--- config.mk ---
export PLATFORM = sky130hd
export DESIGN_NAME = serv_ram32_arbiter_flat
export DESIGN_NICKNAME = d
export VERILOG_FILES = /design/src/rtl/serv_ram32_arbiter_if.sv /design/src/rtl/serv_ram32_arbiter.sv /design/src/flat_wrapper.sv
export SDC_FILE = /design/constraint.sdc
export NUM_CORES = 1
export LEC_CHECK = 0
export BUFFER_PORTS_ARGS = -buffer_cell sky130_fd_sc_hd__buf_2
export CAP_MARGIN = 20
export CELL_PAD_IN_SITES_DETAIL_PLACEMENT = 0
export CELL_PAD_IN_SITES_GLOBAL_PLACEMENT = 1
export CORE_MARGIN = 2
export CORE_UTILIZATION = 16
export DETAILED_ROUTE_END_ITERATION = 10
export GPL_TIMING_DRIVEN = 0
export PLACE_DENSITY = 0.87
export SLEW_MARGIN = 20
export SYNTH_ARGS = -nofsm -noshare
export SYNTH_HDL_FRONTEND = slang
export SYNTH_SLANG_ARGS = --single-unit
--- constraint.sdc ---
create_clock -name clk -period 2 [get_ports clk]
set_input_delay 0.4 -clock clk [delete_from_list [all_inputs] [get_ports clk]]
set_output_delay 0.4 -clock clk [all_outputs]
set_load 0.05 [all_outputs]
--- src/rtl/serv_ram32_arbiter_if.sv ---
// SERV-side instruction and data bus bundle between the core (master)
// and the RAM32 arbiter (slave).
interface serv_ram32_arbiter_if;
  logic        ibus_cyc;
  logic [31:0] ibus_adr;
  logic [31:0] ibus_rdt;
  logic        ibus_ack;
  logic        dbus_cyc;
  logic [31:0] dbus_adr;
  logic        dbus_we;
  logic [31:0] dbus_dat;
  logic [3:0]  dbus_sel;
  logic [31:0] dbus_rdt;
  logic        dbus_ack;

  modport master (
    output ibus_cyc, ibus_adr, dbus_cyc, dbus_adr, dbus_we, dbus_dat, dbus_sel,
    input  ibus_rdt, ibus_ack, dbus_rdt, dbus_ack
  );

  modport slave (
    input  ibus_cyc, ibus_adr, dbus_cyc, dbus_adr, dbus_we, dbus_dat, dbus_sel,
    output ibus_rdt, ibus_ack, dbus_rdt, dbus_ack
  );
endinterface

--- src/rtl/serv_ram32_arbiter.sv ---
// Merges SERV ibus/dbus onto one RAM32 port (dbus priority), returns RAM-timed
// acks and read data, decodes the RAM window and counts out-of-window accesses.
module serv_ram32_arbiter #(
  parameter logic [31:0] ADDR_BASE = 32'h0000_0000,
  parameter int unsigned AW        = 5
) (
  input  logic                 clk,
  input  logic                 rst_n,
  serv_ram32_arbiter_if.slave  bus,
  output logic                 ram_en,
  output logic [AW-1:0]        ram_a,
  output logic [3:0]           ram_we,
  output logic [31:0]          ram_di,
  input  logic [31:0]          ram_do,
  output logic [7:0]           err_cnt
);

  typedef enum logic {IDLE, RESP} state_t;

  // Bits above the word index form the tag that must match the window base.
  localparam logic [31:0] TAG_MASK = ~((32'd1 << (AW + 2)) - 32'd1);

  state_t      state;
  state_t      state_nxt;
  logic        gnt;
  logic        hit;
  logic        wr;
  logic        req;
  logic        req_gnt;
  logic        req_hit;
  logic [31:0] req_adr;

  assign req     = bus.dbus_cyc | bus.ibus_cyc;
  assign req_gnt = bus.dbus_cyc;
  assign req_adr = req_gnt ? bus.dbus_adr : bus.ibus_adr;
  assign req_hit = ((req_adr ^ ADDR_BASE) & TAG_MASK) == 32'h0;

  always_ff @(posedge clk or negedge rst_n) begin
    if (!rst_n) begin
      state <= IDLE;
    end else begin
      state <= state_nxt;
    end
  end

  always_comb begin
    state_nxt = state;
    case (state)
      IDLE:    if (req) state_nxt = RESP;
      RESP:    state_nxt = IDLE;
      default: state_nxt = IDLE;
    endcase
  end

  // The write flag is kept so a write ack never forwards stale RAM output.
  always_ff @(posedge clk or negedge rst_n) begin
    if (!rst_n) begin
      gnt <= 1'b0;
      hit <= 1'b0;
      wr  <= 1'b0;
    end else if (state == IDLE && req) begin
      gnt <= req_gnt;
      hit <= req_hit;
      wr  <= req_gnt & bus.dbus_we;
    end
  end

  always_ff @(posedge clk or negedge rst_n) begin
    if (!rst_n) begin
      err_cnt <= 8'h00;
    end else if (state == IDLE && req && !req_hit && err_cnt != 8'hFF) begin
      err_cnt <= err_cnt + 8'd1;
    end
  end

  // rst_n gates the enables directly so the RAM is quiet during reset.
  always_comb begin
    ram_a        = req_adr[AW+1:2];
    ram_di       = bus.dbus_dat;
    ram_en       = 1'b0;
    ram_we       = 4'b0000;
    bus.ibus_ack = 1'b0;
    bus.ibus_rdt = 32'h0;
    bus.dbus_ack = 1'b0;
    bus.dbus_rdt = 32'h0;
    if (rst_n && state == IDLE && req && req_hit) begin
      ram_en = 1'b1;
      if (req_gnt && bus.dbus_we) ram_we = bus.dbus_sel;
    end
    if (state == RESP) begin
      if (gnt) begin
        bus.dbus_ack = bus.dbus_cyc;
        if (bus.dbus_cyc && hit && !wr) bus.dbus_rdt = ram_do;
      end else begin
        bus.ibus_ack = bus.ibus_cyc;
        if (bus.ibus_cyc && hit) bus.ibus_rdt = ram_do;
      end
    end
  end

endmodule
--- src/flat_wrapper.sv ---
// flat-port wrapper written by rule: the top's interface ports become plain ports
module serv_ram32_arbiter_flat 
#(
  parameter logic [31:0] ADDR_BASE = 32'h0000_0000,
  parameter int unsigned AW        = 5
)
  (clk, rst_n, ram_en, ram_a, ram_we, ram_di, ram_do, err_cnt, bus_ibus_cyc, bus_ibus_adr, bus_dbus_cyc, bus_dbus_adr, bus_dbus_we, bus_dbus_dat, bus_dbus_sel, bus_ibus_rdt, bus_ibus_ack, bus_dbus_rdt, bus_dbus_ack);
  serv_ram32_arbiter_if bus_i ();
  input  logic clk;
  input  logic rst_n;
  output logic ram_en;
  output logic [AW-1:0] ram_a;
  output logic [3:0] ram_we;
  output logic [31:0] ram_di;
  input  logic [31:0] ram_do;
  output logic [7:0] err_cnt;
  input wire logic [$bits(bus_i.ibus_cyc)-1:0] bus_ibus_cyc;
  input wire logic [$bits(bus_i.ibus_adr)-1:0] bus_ibus_adr;
  input wire logic [$bits(bus_i.dbus_cyc)-1:0] bus_dbus_cyc;
  input wire logic [$bits(bus_i.dbus_adr)-1:0] bus_dbus_adr;
  input wire logic [$bits(bus_i.dbus_we)-1:0] bus_dbus_we;
  input wire logic [$bits(bus_i.dbus_dat)-1:0] bus_dbus_dat;
  input wire logic [$bits(bus_i.dbus_sel)-1:0] bus_dbus_sel;
  output wire logic [$bits(bus_i.ibus_rdt)-1:0] bus_ibus_rdt;
  output wire logic [$bits(bus_i.ibus_ack)-1:0] bus_ibus_ack;
  output wire logic [$bits(bus_i.dbus_rdt)-1:0] bus_dbus_rdt;
  output wire logic [$bits(bus_i.dbus_ack)-1:0] bus_dbus_ack;
  assign bus_i.ibus_cyc = bus_ibus_cyc;
  assign bus_i.ibus_adr = bus_ibus_adr;
  assign bus_i.dbus_cyc = bus_dbus_cyc;
  assign bus_i.dbus_adr = bus_dbus_adr;
  assign bus_i.dbus_we = bus_dbus_we;
  assign bus_i.dbus_dat = bus_dbus_dat;
  assign bus_i.dbus_sel = bus_dbus_sel;
  assign bus_ibus_rdt = bus_i.ibus_rdt;
  assign bus_ibus_ack = bus_i.ibus_ack;
  assign bus_dbus_rdt = bus_i.dbus_rdt;
  assign bus_dbus_ack = bus_i.dbus_ack;
  serv_ram32_arbiter #(.ADDR_BASE(ADDR_BASE), .AW(AW)) u_core (.clk(clk), .rst_n(rst_n), .bus(bus_i), .ram_en(ram_en), .ram_a(ram_a), .ram_we(ram_we), .ram_di(ram_di), .ram_do(ram_do), .err_cnt(err_cnt));
endmodule
; ---- After elaboration in Yosys (flattened, before gate mapping)
; Index checks and enable logic that the tools add are counted.
[totals]
word_cells = 39
in_bits = 137
ff_bits = 12
[classes]
muxes = 16
n_reduce_logical = 13
addsub = 1
n_bitwise = 3
n_eq_ne = 1
[op_table]
columns = operator, n
row1 = $mux 32, 7
row2 = $logic_not 32->1, 1
row3 = $logic_and 1x1->1, 10
row4 = $add 8x1->8 const B, 1
row5 = $mux 4, 2
row6 = $ne 8x8->1 const B, 1
row7 = $mux 1, 6
row8 = $logic_not 1->1, 2
row9 = $pmux 1 s2, 1
row10 = $and 1x1->1, 1
row11 = $not 1->1, 1
row12 = $or 1x1->1, 1

; ---- Depth between registers and ports, before layout
; Gate-level depths: netlist of run 1.
[depth]
depth_word = 5
ltp_mapped = 6
ltp_nobuf = 5

; ---- Least setup slack after synthesis of run 1
; OpenSTA, ideal clock, no wires.
[synth_timing]
path_type = input-to-output
start = input port bus_dbus_cyc
end = output port bus_dbus_rdt[10]
n_path_buf = 2
required_ns = 1.600
path_stages = 5
setup_slack_ns = -0.325
t_arrival_ns = 1.925
cell_sequence = buf_6 and3_1 and3b_1 clkbuf_1 and2_1
[synth_via]
elab_chain_cells = 5
[synth_lines]
columns = item, line
row1 = from (decl), flat_wrapper.sv:19  ; input wire logic [$bits(bus_i.dbus_cyc)-1:0] bus_dbus_cyc;
row2 = $logic_and 1x1->1 (2 in a row), serv_ram32_arbiter.sv:93  ; if (bus.dbus_cyc && hit && !wr) bus.dbus_rdt = ram_do;
row3 = $mux 32, serv_ram32_arbiter.sv:93
row4 = $mux 32, serv_ram32_arbiter.sv:91  ; if (gnt) begin
row5 = $mux 32, serv_ram32_arbiter.sv:90  ; if (state == RESP) begin
row6 = to (decl), flat_wrapper.sv:26  ; output wire logic [$bits(bus_i.dbus_rdt)-1:0] bus_dbus_rdt;
; Every way passes these cells.

; ---- Worst setup path after layout of run 1
[layout_timing]
start = input port bus_ibus_adr[7]
end = output port ram_we[1]
[layout_via]
elab_chain_cells = 4
[layout_lines]
columns = item, line
row1 = from (decl), flat_wrapper.sv:18  ; input wire logic [$bits(bus_i.ibus_adr)-1:0] bus_ibus_adr;
row2 = $mux 32, serv_ram32_arbiter.sv:35  ; assign req_adr = req_gnt ? bus.dbus_adr : bus.ibus_adr;
row3 = $logic_not 32->1, serv_ram32_arbiter.sv:36  ; assign req_hit = ((req_adr ^ ADDR_BASE) & TAG_MASK) == 32'h0;
row4 = $logic_and 1x1->1, serv_ram32_arbiter.sv:86  ; if (rst_n && state == IDLE && req && req_hit) begin
row5 = $mux 4, serv_ram32_arbiter.sv:86
row6 = to (decl), flat_wrapper.sv:13  ; output logic [3:0] ram_we;
; Every way passes these cells.

==> metrics.md, run 1 <==
| Metric | Value |
|---|---|
| Status | finished, violations left |
| Failing checks | setup timing |
| CP Launch Type | primary input |
| Seq cells post-synth | 12 |
| Syn nets | 331 |
| Synth-to-Final Area Change | 159% |
| Most frequent cells in the layout | buf_2 (148), buf_8 (50), buf_4 (46) |
| Placed cell areas | 2840 um2 |
| Leakage power | 2.10 nW |
| Hold Crit Class | in -> async |
| ANT cells | 0 |
| Die Y-Extent | 101 um |
| Hpwl dp | 5490 um |
| Gr usage total | 11.6% |
| Crit path capture type | output pin |
| DIE AREA | 10,200 um2 |
| Initial antenna violation count | 0 |
| Relative slew slack | 72.1% |
| Average wire per standard cell | 13.8 um |
| CTS Buffer Depth | 2 |
| DRT Pass-1 Iters | 4 |
| GR peak layer | met2 |
| Yosys warnings | 0 |
| Layout Skew | 0.806 ps |
| Most common cell after layout, fill and taps aside | buf_2 |
| Post-route cell area | 3910 um2 |
| H-tree depth | 1 |
| Std-Cell Rows | 35 |
| 1st-iter DRT viols | 29 |
| CP Data Required Time | 1600 ps |
| Clk sink count | 12 |
| Port Buffers | 216 |
| Cells after synthesis | 193 |
| Clk Latency, worst-skew pair | 240 ps |
| Mean Syn Cell Area | 7.82 um2 |
| Initial Utilization | 16.4% |
| Cell Area, Synth | 1510 um2 |
| Unrepaired setup endpoints after global routing | true |
| Worst slew pin tran | 416 ps |
| Hold Fails Final Rpt | 0 |
| Worst r2r src | u_core.err_cnt[0] |
| First-pass GRT wire length | 9650 um |
| Met1 Track Usage GR | 12.6% |
| Final worst setup slack | -242 ps |
| Core Area | 9200 um2 |
| Fmax | 446 MHz |
| Via count | 2,322 |
| Via/cell ratio | 4.27 |
| IO Count | 253 |
| Final min period | 2240 ps |
| Tcrit/Tclk final | 112% |
| Worst IR Drop VDD | 0.760 mV |
| Post-layout total power | 1.86 mW |
| Reg-to-Reg End | u_core.err_cnt[1] |
| Final number of max-transition violations | 0 |
| Worst-path fanout max | 4 |
| ANT nets after route | 0 |
| Met2 Use GR | 23.6% |
| Setup-failing EPs final | 35 |
| Chip width | 101 um |
| Launch point of the worst path | bus_ibus_adr[7] |
| Netlist cell types | 29 |
| Final net count | 573 |
| R2r worst-path depth | 5 |
| Met3 usage | 2.62% |
| Largest net degree at the start of global routing | 14 |
| Layout cells sized above 1 | 82.0% |
| Vias in the first global route | 2,061 |
| # DRC | 0 |
| Crit path capture | ram_we[1] |
| Overflow after GRT | 0 |
| RePlAce Congestion | 0.723 |
| TritonCTS Buffers | 3 |
| Power density cells | 475 nW/um2 |
| Worst Path Arrival | 1840 ps |
| R2R Setup Slk | 320 ps |
| Sequential area share after synthesis | 19.9% |
| Critical path class | in -> out |
| Clock root cell | clkbuf_8 |
| Max cap viols | 0 |
| Hold Buf Count CTS | 0 |
| Post-Route WL | 7530 um |
| Clock-pin slew on the worst setup and hold paths | 50 ps |
| CTS tree | done |
cell usage after synthesis:
master    instances  area share [%]
o22ai_4           1             1.3
o21bai_1          1            0.50
nor3b_2           1            0.83
buf_6             1            0.75
and3_1           34              14
nor3_1            5             1.7
buf_4            32              16
xor2_1            6             3.5
nor4_2            1            0.83
o21ai_0           3            0.99
nor3_2            1            0.66
clkbuf_1          9             2.2
and2_1           36              15
inv_1             3            0.75
ha_1              1            0.83
mux2_2            5             3.7
mux2_1            1            0.75
mux2_4            1            0.99
nor4_1           12             5.0
nor2_1            7             1.7
dfrtp_1          12              20
nand4_2           1            0.83
nand2_1           9             2.2
nand2b_1          1            0.41
nand3_1           4             1.3
nor2b_1           1            0.41
and3b_1           1            0.58
nand4_1           2            0.83
nor4b_4           1             1.6
cells by family after synthesis:
| group | synth area share (%) |
|---|---|
| muxes | 5.47 |
| DFF | 19.9 |
| and+or+nand+nor | 47.9 |
| adders and majority gates | 0.828 |
| buffers and inverters | 19.6 |
| AOI/OAI and AO/OA | 2.82 |
| xor gates and xnor gates | 3.48 |
worst min path at each step:
stage / from / endpoint / slack [ps] / cells past startpoint
after detailed placement: rst_n / u_core.state / 300 / 1
after floorplan: rst_n / u_core.err_cnt[0] / 100 / 0
final: rst_n / u_core.wr / 40 / 1
after CTS: rst_n / u_core.err_cnt[5] / 50 / 1
after global placement: rst_n / u_core.err_cnt[7] / 290 / 1
after global routing: rst_n / u_core.wr / 70 / 1
metal layers:
layer | vias up | routed length [um]
li1 | 1115 | -
met1 | 1066 | 2500
met2 | 137 | 4360
met3 | 4 | 641
met4 | 0 | 29
met5 | - | 0
power by group:
| part | switching, mW | leakage, nW | total, mW | internal [mW] |
|---|---|---|---|---|
| Clock | 0.0834 | 0.0216 | 0.216 | 0.132 |
| Combinational | 0.778 | 1.93 | 1.23 | 0.455 |
| Sequential | 0.0889 | 0.149 | 0.408 | 0.319 |
stage by stage:
stage	setup slack [ps]	instances	utilization, %	TNS (ps)	hold WS, ps
finish	-242	544	42.5	-3600	42.9
floorplan	-82.3	193	-	-1840	104
global placement	-555	520	30.9	-14680	294
detailed placement	-576	520	30.9	-15550	301
CTS	-313	528	35.1	-2310	46.1
global route	-352	544	42.5	-6490	65.9
worst max-delay path, cell delays in order:
cell	delay, ps
buf_6	90
nor4_4	300
nand4_1	200
o22ai_4	250
nor3b_4	280
and2_4	190
buf_8	140
repair_timing:
action | in CTS | in global routing
setup buffers | 4 | 13
pin swaps | 10 | 45
gates resized for setup | 100 | 182
gates cloned | 1 | 3
endpoints found under the setup margin | 66 | 66
layout make-up:
class | count | area [um2]
multi-input cells | 136 | 1160
plain buffers | 42 | 343
inverters | 3 | 11.3
repair buffers | 237 | 1910
flip-flops and latches | 12 | 300
fillers | 890 | 5290
clock buffers | 3 | 41.3
well taps | 111 | 139
state kept, by name, summed over array words and instances, names as in the netlist:
register and count:
u_core.hit 1, u_core.gnt 1, u_core.err_cnt 8, u_core.state 1, u_core.wr 1
(Power assumes the default switching activity.)
==> run 2: changes to the inputs <==
ABC_AREA = 1   (was default)
CORE_UTILIZATION = 17   (was 16)
PLACE_DENSITY = 0.89   (was 0.87)
TNS_END_PERCENT = 10   (was default)
==> metrics.md, run 2 <==
| Metric | Value |
|---|---|
| Leakage power | 1.94 nW |
| CTS Buffer Depth | 2 |
| Worst IR Drop VDD | 0.731 mV |
| DIE AREA | 11,100 um2 |
| Clk sink count | 12 |
| Final min period | 1940 ps |
| Power density cells | 442 nW/um2 |
| Cell Area, Synth | 1740 um2 |
| Critical path class | in -> out |
| Largest net degree at the start of global routing | 14 |
| Hpwl dp | 6250 um |
| Hold Fails Final Rpt | 0 |
| Initial Utilization | 17.6% |
| Post-route cell area | 3240 um2 |
| Setup TNS | 0 ps |
| Max cap viols | 0 |
| Met3 usage | 1.62% |
| Gr usage total | 12.1% |
| Post-synthesis simple-gate area fraction | 48.7% |
| Clock root cell | clkbuf_8 |
| Via count | 2,694 |
| RePlAce Congestion | 0.782 |
| GR peak layer | met2 |
| Chip width | 105 um |
| ANT nets after route | 0 |
| Met2 Use GR | 24.3% |
| Die Y-Extent | 105 um |
| R2R Setup Slk | 320 ps |
| IO Count | 253 |
| Final worst setup slack | 61.7 ps |
| Syn nets | 450 |
| Initial antenna violation count | 0 |
| Final number of max-transition violations | 0 |
| Setup-failing EPs final | 0 |
| # DRC | 0 |
| Overflow after GRT | 0 |
| Std-Cell Rows | 36 |
| Clk Latency, worst-skew pair | 240 ps |
| TritonCTS Buffers | 3 |
| Worst slew pin tran | 362 ps |
| Netlist cell types | 24 |
| Sequential area share after synthesis | 17.3% |
| Relative slew slack | 75.7% |
| Most common cell after layout, fill and taps aside | buf_2 |
| Via/cell ratio | 4.06 |
| Synth area leader | nor3_1 |
| Status | completed |
| Most frequent cells in the layout | buf_2 (174), buf_4 (64), nor3_1 (60) |
| Crit path capture type | output pin |
| Worst r2r src | u_core.err_cnt[0] |
| Hold Buf Count CTS | 0 |
| Hold Slack | 35.8 ps |
| EDFF count, synth | 0 |
| Post-synthesis async set-or-reset flop share | 100% |
| Worst Setup Slack post-DPL | -182 ps |
| Adder-Cell Fraction of Synth Area | 0.719% |
| First-pass GRT wire length | 11,300 um |
| Top-count cell post-synth | nor3_1 |
| 1st-iter DRT viols | 109 |
| Critical path, cell by cell | buf_6, or2_1, nor2_1, nand2_1, nor2_4, o21ai_2, nor2_1, buf_6 |
| Worst-path fanout max | 9 |
| Final net count | 670 |
| Biggest register | u_core.err_cnt |
| Fmax | 516 MHz |
| Synth area leaders | nor3_1 (18%), dfrtp_1 (17%), buf_4 (14%), nand2_1 (13%), inv_1 (11%) |
| Cells after synthesis | 312 |
| DRT Pass-1 Iters | 4 |
| Multiplexer share of the synthesized area | 0% |
| Crit-path max cell delay | 240 ps |
| Seq cells post-synth | 12 |
| Layout Skew | 1.78 ps |
| CP Data Required Time | 1600 ps |
| Layout cells sized above 1 | 53.3% |
| Xor-xnor portion of the synthesized cell area | 2.52% |
| ANT cells | 0 |
| Synth-to-Final Area Change | 86.3% |
| Top_reg_cell synth | dfrtp_1 |
| Hold Crit Class | in -> async |
| Area share of the largest cell type after synthesis | 18.4% |
| CP Launch Type | primary input |
| Mean Syn Cell Area | 5.57 um2 |
| Top post-synthesis cells by count | nor3_1 (64), nand2_1 (62), inv_1 (52) |
| Core Area | 9860 um2 |
| Fillers | 1,075 |
| Tcrit/Tclk final | 96.9% |
| Max FFs per register | 8 |
| H-tree depth | 1 |
| Vias in the first global route | 2,526 |
| Slowest-stage cell, CP | or2_1 |
| Clock-pin slew on the worst setup and hold paths | 50 ps |
| Worst Path Arrival | 1540 ps |
| Largest family of logic cells by synthesized area | simple AND/OR/NAND/NOR gates |
| Average wire per standard cell | 11.2 um |
| Fraction of the mapped netlist area in compound gates | 1.80% |
| R2r worst-path depth | 7 |
| Met1 Track Usage GR | 13.8% |
| Placed cell areas | 2980 um2 |
| Post-Route WL | 7410 um |
| Reg-to-Reg End | u_core.err_cnt[3] |
| Yosys warnings | 0 |
| Unrepaired setup endpoints after global routing | true |
| CTS tree | done |
| Port Buffers | 215 |
## run 2: cell count changes after synthesis, moves of 34 or more
| cell | delta |
|---|---|
| and2_1 | -36 |
| nand2_1 | +53 |
| nor3_1 | +59 |
| and3_1 | -34 |
| nor2_1 | +35 |
| inv_1 | +49 |
## run 2: how the worst max path moves through the flow
stage,from,to,cells after the start
after detailed placement,bus_dbus_cyc,bus_dbus_rdt[28],7
after global placement,bus_dbus_cyc,bus_dbus_rdt[28],7
after floorplan,bus_dbus_cyc,bus_dbus_rdt[10],6
after CTS,u_core.gnt,bus_ibus_rdt[29],5
after global routing,u_core.wr,bus_dbus_rdt[26],5
final,bus_dbus_cyc,ram_we[0],8
## run 2: metrics by stage
step	power, mW	utilization, %	std cells
finish	1.43	32.9	664
global route	1.53	32.9	664
CTS	1.44	31.8	664
detailed placement	1.16	30.2	660
global placement	1.14	30.2	660
floorplan	0.909	-	312
## run 2: what timing repair did
action / CTS / global route
endpoints found under the setup margin: 66 / 65
resized for setup: 45 / 51
setup buffers: 0 / 0
## run 2: critical path: cells and delay by family
family | cells | cell delay, ps
buffers and inverters | 2 | 300
AO/OA/AOI/OAI | 1 | 120
AND/OR/NAND/NOR | 5 | 710
## run 2: cell type report
class / count / area (um2) / share of cell area [%]
timing repair buffer: 215 / 1210 / 37.4
multi-input combinational: 200 / 978 / 30.2
buffer: 46 / 324 / 10.0
sequential: 12 / 300 / 9.27
inverter: 54 / 205 / 6.33
tap: 133 / 166 / 5.14
clock buffer: 4 / 55.1 / 1.70
## run 2: power by group
group	leakage, nW	switching (mW)	internal [mW]
sequential	0.156	0.0605	0.291
combinational	1.76	0.552	0.260
clock	0.0288	0.0936	0.174
total	1.94	0.706	0.726
## run 2: cell families after synthesis
logic type,after synthesis
AO/OA/AOI/OAI,6
buffers and inverters,100
XOR/XNOR,5
adder cells (fa/ha/maj),1
flip-flops,12
AND/OR/NAND/NOR,188
## run 2: routing by layer
| layer | wire length [um] | share of wire (%) |
|---|---|---|
| met1 | 2960 | 40 |
| met2 | 3950 | 53 |
| met3 | 456 | 6.2 |
| met4 | 40 | 0.54 |
| met5 | 0 | 0 |
